File: config.mk
export PLATFORM = sky130hd
export DESIGN_NAME = mem_arbiter
export DESIGN_NICKNAME = d
export VERILOG_FILES = /design/src/rtl/mem_arb_pkg.sv /design/src/rtl/rr_arb2.sv /design/src/rtl/mem_arbiter.sv
export SDC_FILE = /design/constraint.sdc
export NUM_CORES = 1
export LEC_CHECK = 0
export CORE_MARGIN = 2
export CORE_UTILIZATION = 49
export CTS_CLUSTER_SIZE = 12
export DETAILED_ROUTE_END_ITERATION = 16
export HOLD_SLACK_MARGIN = 0.06
export PLACE_DENSITY = 0.85
export RECOVER_POWER = 100
export SKIP_LAST_GASP = 1
export SLEW_MARGIN = 20
export SYNTH_ARGS = -nofsm -noshare
export SYNTH_HDL_FRONTEND = slang
export SYNTH_SLANG_ARGS = --single-unit
export TNS_END_PERCENT = 20
File: constraint.sdc
create_clock -name clock -period 4.1 [get_ports clock]
set_clock_uncertainty 0.05 [all_clocks]
set_input_delay 0.82 -clock clock [delete_from_list [all_inputs] [get_ports clock]]
set_output_delay 0.82 -clock clock [all_outputs]
set_load 0.1 [all_outputs]
File: src/rtl/mem_arb_pkg.sv
// Shared definitions for the byte-wide memory arbiter: FSM states, port IDs, memory geometry.
package mem_arb_pkg;

  localparam int unsigned MEM_DEPTH  = 2048;
  localparam int unsigned MEM_WIDTH  = 8;
  localparam int unsigned WORD_WIDTH = 16;

  typedef enum logic [1:0] {
    StIdle = 2'd0,
    StHi   = 2'd1,
    StLo   = 2'd2,
    StDone = 2'd3
  } state_e;

  typedef enum logic {
    PortIf = 1'b0,
    PortD  = 1'b1
  } port_e;

endpackage

File: src/rtl/rr_arb2.sv
// Two-requester pick: round-robin on last grant, or data-first fixed priority when
// MEM_ARB_FIXED_PRIO_EN is defined.
module rr_arb2
  import mem_arb_pkg::*;
(
  input  logic  clock,
  input  logic  nrst,
  input  logic  req_if,
  input  logic  req_d,
  input  logic  take,
  output port_e gnt
);

`ifdef MEM_ARB_FIXED_PRIO_EN
  logic unused_fixed;
  assign unused_fixed = ^{clock, nrst, take, req_if};

  always_comb begin
    gnt = req_d ? PortD : PortIf;
  end
`else
  port_e last_q;

  always_ff @(posedge clock or negedge nrst) begin
    if (!nrst) begin
      last_q <= PortD;
    end else if (take) begin
      last_q <= gnt;
    end
  end

  always_comb begin
    gnt = PortD;
    if (req_if && req_d) begin
      gnt = (last_q == PortD) ? PortIf : PortD;
    end else if (req_if) begin
      gnt = PortIf;
    end
  end
`endif

endmodule

File: src/rtl/mem_arbiter.sv
// Fetch/data arbiter for a shared byte-wide memory; each word is two big-endian byte accesses.
// Optional MEM_ARB_FIXED_PRIO_EN selects data-first priority instead of round-robin.
module mem_arbiter
  import mem_arb_pkg::*;
#(
  parameter int unsigned ADDR_W = 11,
  parameter int unsigned BYTE_W = 8,
  parameter int unsigned WORD_W = 16
) (
  input  logic              clock,
  input  logic              nrst,
  input  logic              en,
  input  logic              if_req,
  input  logic [ADDR_W-1:0] if_addr,
  output logic [WORD_W-1:0] if_rdata,
  output logic              if_ack,
  input  logic              d_req,
  input  logic              d_we,
  input  logic [ADDR_W-1:0] d_addr,
  input  logic [WORD_W-1:0] d_wdata,
  output logic [WORD_W-1:0] d_rdata,
  output logic              d_ack,
  output logic [ADDR_W-1:0] mem_addr,
  output logic [BYTE_W-1:0] mem_wdata,
  output logic              mem_we,
  input  logic [BYTE_W-1:0] mem_rdata
);

  state_e              state_q, state_d;
  port_e               port_q;
  port_e               gnt;
  logic                take;
  logic                we_q;
  logic [ADDR_W-1:0]   base_q;
  logic [WORD_W-1:0]   wdata_q;
  logic [BYTE_W-1:0]   hi_q;
  logic [WORD_W-1:0]   if_rdata_q, d_rdata_q;

  // Word alignment discards bit 0 of both requester addresses.
  logic unused_addr;
  assign unused_addr = if_addr[0] ^ d_addr[0];

  assign take = (state_q == StIdle) && en && (if_req || d_req);

  rr_arb2 u_arb (
    .clock  (clock),
    .nrst   (nrst),
    .req_if (if_req),
    .req_d  (d_req),
    .take   (take),
    .gnt    (gnt)
  );

  always_comb begin
    state_d = state_q;
    unique case (state_q)
      StIdle:  if (take) state_d = StHi;
      StHi:    state_d = StLo;
      StLo:    state_d = StDone;
      StDone:  state_d = StIdle;
      default: state_d = StIdle;
    endcase
  end

  always_ff @(posedge clock or negedge nrst) begin
    if (!nrst) begin
      state_q    <= StIdle;
      port_q     <= PortIf;
      we_q       <= 1'b0;
      base_q     <= '0;
      wdata_q    <= '0;
      hi_q       <= '0;
      if_rdata_q <= '0;
      d_rdata_q  <= '0;
    end else begin
      state_q <= state_d;
      if (take) begin
        port_q  <= gnt;
        base_q  <= (gnt == PortIf) ? {if_addr[ADDR_W-1:1], 1'b0} : {d_addr[ADDR_W-1:1], 1'b0};
        we_q    <= (gnt == PortD) && d_we;
        wdata_q <= d_wdata;
      end
      if (state_q == StHi && !we_q) begin
        hi_q <= mem_rdata;
      end
      // Loading the assembled word on the LO->DONE edge makes it coincide with ack.
      if (state_q == StLo && !we_q) begin
        if (port_q == PortIf) begin
          if_rdata_q <= {hi_q, mem_rdata};
        end else begin
          d_rdata_q <= {hi_q, mem_rdata};
        end
      end
    end
  end

  always_comb begin
    mem_addr  = '0;
    mem_we    = 1'b0;
    mem_wdata = '0;
    if (state_q == StHi) begin
      mem_addr = base_q;
      mem_we   = we_q;
      if (we_q) mem_wdata = wdata_q[WORD_W-1:BYTE_W];
    end else if (state_q == StLo) begin
      mem_addr = {base_q[ADDR_W-1:1], 1'b1};
      mem_we   = we_q;
      if (we_q) mem_wdata = wdata_q[BYTE_W-1:0];
    end
  end

  assign if_ack   = (state_q == StDone) && (port_q == PortIf);
  assign d_ack    = (state_q == StDone) && (port_q == PortD);
  assign if_rdata = if_rdata_q;
  assign d_rdata  = d_rdata_q;

endmodule

# After elaboration in Yosys (flattened, before gate mapping)
# Cells that the tools add are included.
[op_classes]
eq_ne = 4
bitwise_logic = 1
n_mux = 14
reduce_logical = 13
[op_table]
columns = ["cell", "count"]
rows = [
  ["two-way mux 11 bit", 3],
  ["two-way mux 8 bit", 4],
  ["logical AND 1 bit", 8],
  ["case mux 2 bit (4 select lines)", 1],
  ["two-way mux 1 bit", 5],
  ["equality test 2 bit (second input constant)", 2],
  ["AND reduction 2 bit", 2],
  ["equality test 2 x 1 -> 1 bit (second input constant)", 1],
  ["zero test 2 bit", 1],
  ["two-way mux 2 bit", 1],
  ["inequality test 2 bit (second input constant)", 1],
  ["zero test 1 bit", 1],
  ["logical OR 1 bit", 1],
  ["inverter 1 bit", 1],
]
[totals]
inputBits = 52
ff_bits = 72

# Depth between registers and ports, before layout
# Gate-level depths: netlist of the first run.
[depth]
word_depth = 5
ltp_mapped = 7

# Modules after synthesis
# Synthesis of the first run repeated with hierarchy kept, for this count alone.
[unflattened]
hier_cells = 227
area_unflattened_um2 = 3081.7
[by_module_without_submodules]
columns = ["mod", "seq_area_each_um2", "area_per_inst_um2", "instances", "cells_per_inst"]
rows = [
  ["mem_arbiter", 1751.7, 3027.9, 1, 222],
  ["rr_arb2", 26.3, 53.8, 1, 5],
]

# Worst setup path before layout of the first run
# OpenSTA, ideal clock, no wires.
[synth_path]
path_kind = "flip-flop to output port"
start = "register state_q[0]"
end = "output port mem_wdata[0]"
arrival_ps = 3223
stages_incl_launch_ff = 6
path_slack_ps = 7
path_buffers = 0
required_ps = 3230
cell_sequence = "dfrtp_1 inv_1 ha_1 nor2b_1 a22oi_1 nor2b_1"
[synth_between]
elab_chain_len = 3
[synth_lines]
columns = ["item", "line", "text"]
rows = [
  ["start: declaration", "mem_arbiter.sv:29", "state_e state_q, state_d;"],
  ["start signal: assignment", "mem_arbiter.sv:67", "state_q <= StIdle;"],
  ["start signal: assignment", "mem_arbiter.sv:76", "state_q <= state_d;"],
  ["equality test 2 bit", "mem_arbiter.sv:105", "end else if (state_q == StLo) begin"],
  ["two-way mux 8 bit", "mem_arbiter.sv:105", ""],
  ["two-way mux 8 bit *", "mem_arbiter.sv:101", "if (state_q == StHi) begin"],
  ["end: declaration", "mem_arbiter.sv:24", "output logic [BYTE_W-1:0] mem_wdata,"],
]
# Mark *: on every way between the ends. The rest lies on a longest branch, timed or not.

# Worst setup path after layout of the first run
[layout_path]
start = "register state_q[1]"
end = "output port mem_wdata[1]"
# Same word-level chain as after synthesis.

==> metrics.txt, run 1 <==
Mapped Cells=roughly 280; Setup Fix Bufs, Post-CTS=0; post-route cell area=roughly 4200 um2; Hold Startpoint=wdata_q[10]; Post-Syn Nets=333; DR pass1 iterations=5; Layout Cells excl Fill=~460; failing checks=capacitance limit, slew limit; CP Class=reg2out; Hold Vio Cnt, Final=0; synth cell count leaders=dfrtp_1, nand2_1, mux2_2, nor2b_1, nor2_1; Tmin final=approximately 3.5 ns; first-pass GRT wire length=~11000 um; measured slew at the worst slew-check pin=2.40 ns; PortBufs=between 100 and 150; CTS tree=built; largest net degree at the start of global routing=31; FFs w/ async S/R, synth=1.00; CP startpoint kind=flip-flop; top-area cell type share of the netlist area=0.562; total wire length=~6800 um; Post-CTS Resized=0; Max Root-Sink Buffers=2; DP Cell Count=about 440; Die Width=about 84 um; period utilization=0.854; DR vias/cell=between 5 and 6; RSZ-0062 raised after global routing=no; most common cell in the netlist=dfrtp_1; Slew Limit Fails=between 40 and 50; via count=2427; clk slew on worst S/H paths=about 0.07 ns; RD Place Congestion=~0.73; Core Area=roughly 6200 um2; CTS Hold Bufs=0; hpwl dp=around 4800 um; Slew HR=-0.606; DRT antenna net count=0; max-cap violation count=2; Final nets=between 400 and 500; Hold WC Path Type=reg2reg; top cell type by total area after synthesis=dfrtp_1; Worst Path Required=between 3 and 4 ns; Layout area overhead=36.0%; # fillers=500; CTS H-tree lvls=3; cell area after synthesis=just over 3000 um2; synth unique cells=24; Critical Path AT=around 2.6 ns; GRT Util Overall=0.204; Worst Path Max Fanout=12; Crit Reg-Reg Startpoint=state_q[0]; Synth area leaders=dfrtp_1, mux2_2, nand2_1, nor2b_1, a31oi_1; ratio of cells with drive above 1 in the final layout=0.194; DRC errors left=0; post-synthesis sequential area ratio=0.570; FF+latch count, synth=a little over 70; initial antenna violation count=0; vias in the first global route=around 2400; routed len/inst=14.8 um; CP startpoint=state_q[1]; outcome=complete, but fails checks; pre-CTS setup slack=roughly 1.2 ns; # IOs=~110; number of diodes=0; Num CTS Buffers=9; row cnt=29; Iter 0 DRT Violations=between 90 and 100; Syn. warnings=0; slack of the critical path=0.598 ns; clock sinks=a little over 70; final setup vio count=0; Setup TNS Final=0 ns; critical path endpoint category=output pin; Syn Area/Cell=roughly 11 um2; CTS Root Cell=clkbuf_8; Post-synth top flop=dfrtp_1; worst skew pair latency=between 0.3 and 0.4 ns; number of synthesized flops with an enable pin=0; Starting Density=0.500; placed cell area=4130 um2; Die Area=between 7000 and 8000 um2; GRT overflow=0; Die Ht=approximately 84 um; Highest Clock Rate=around 290 MHz
final cells by class:
cell class | instances | area [um2] | area share
clock inverters | 4 | 45.0 | 0.0106
well taps | 77 | 96.3 | 0.0227
repair buffers | 106 | 940 | 0.221
clock buffers | 12 | 145 | 0.0342
multi-input cells | 185 | 1230 | 0.289
inverters | 3 | 11.3 | 0.00265
flip-flops and latches | 71 | 1780 | 0.419
state kept, by name, indices dropped and copies added (netlist names):
| signal | count |
|---|---|
| state_q | 2 |
| if_rdata | 16 |
| u_arb.last_q | 1 |
| port_q | 1 |
| base_q | 10 |
| d_rdata | 16 |
| wdata_q | 16 |
| hi_q | 8 |
| we_q | 1 |
metrics by stage:
stage / hold WS [ns] / util
after global placement: 0.409 / 0.662
after floorplan: 0.396 / -
after detailed placement: 0.413 / 0.662
after global routing: 0.447 / 0.680
final: 0.431 / 0.680
after CTS: 0.432 / 0.692
placed cells by master, fill, tap and decap left out:
master	n
dfrtp_1	70
nand2_1	52
clkdlybuf4s50_1	47
mux2_2	41
dlygate4sd3_1	36
nor2b_1	20
clkbuf_2	18
nor2_1	14
o21ai_0	13
a31oi_1	12
a21oi_1	10
clkbuf_8	10
a22oi_1	7
clkbuf_1	7
ha_1	6
inv_1	3
clkinv_2	3
and2_1	2
nand2b_1	2
and2b_1	1
nor3b_1	1
nand3b_1	1
o211ai_1	1
o211a_1	1
mux2i_1	1
bufinv_16	1
dfstp_2	1
cells by family (layout without fill, tap and decap cells):
kind of cell,after synthesis,in the layout,synth area share
multiplexers,42,42,0.151
AND/OR/NAND/NOR,93,93,0.140
flip-flops,71,71,0.570
AO/OA/AOI/OAI,44,44,0.0834
buffers and inverters,19,125,0.0317
adder cells (fa/ha/maj),6,6,0.0241
metal layers:
metal  share of wire  global-route usage  wire (um)
met4           0.013              0.0850         85
met3           0.066              0.0603        450
met5               0                   0          0
met1            0.42               0.240       2880
met2            0.50               0.350       3380
path summary, 6_finish.rpt:
check / cells past startpoint / to / slack [ns]
max: 6 / mem_wdata[1] / 0.60
min in group asynchronous: 1 / hi_q[7] / 0.80
min reg2reg: 2 / wdata_q[10] / 0.43
min: 2 / wdata_q[10] / 0.43
max in group asynchronous: 2 / wdata_q[4] / 1.26
max reg2reg: 4 / if_rdata[10] / 0.88
critical path, cell delays in order, from the launching register on:
cell,delay (ns)
dfrtp_1,0.42
inv_1,0.11
ha_1,0.35
nor2b_1,0.58
a22oi_1,0.15
nor2b_1,0.20
clkbuf_2,0.49
Power of run 1 is not shown: default switching activity piles up to over one toggle a cycle in this logic, so the estimate is an artifact.
==> run 2: changes to the inputs <==
TNS_END_PERCENT = 100   (was 20)
==> results of run 2 <==
No change in the layout: final DEF, timing and power equal those of run 1.
Power of run 2 is left out for the same reason.
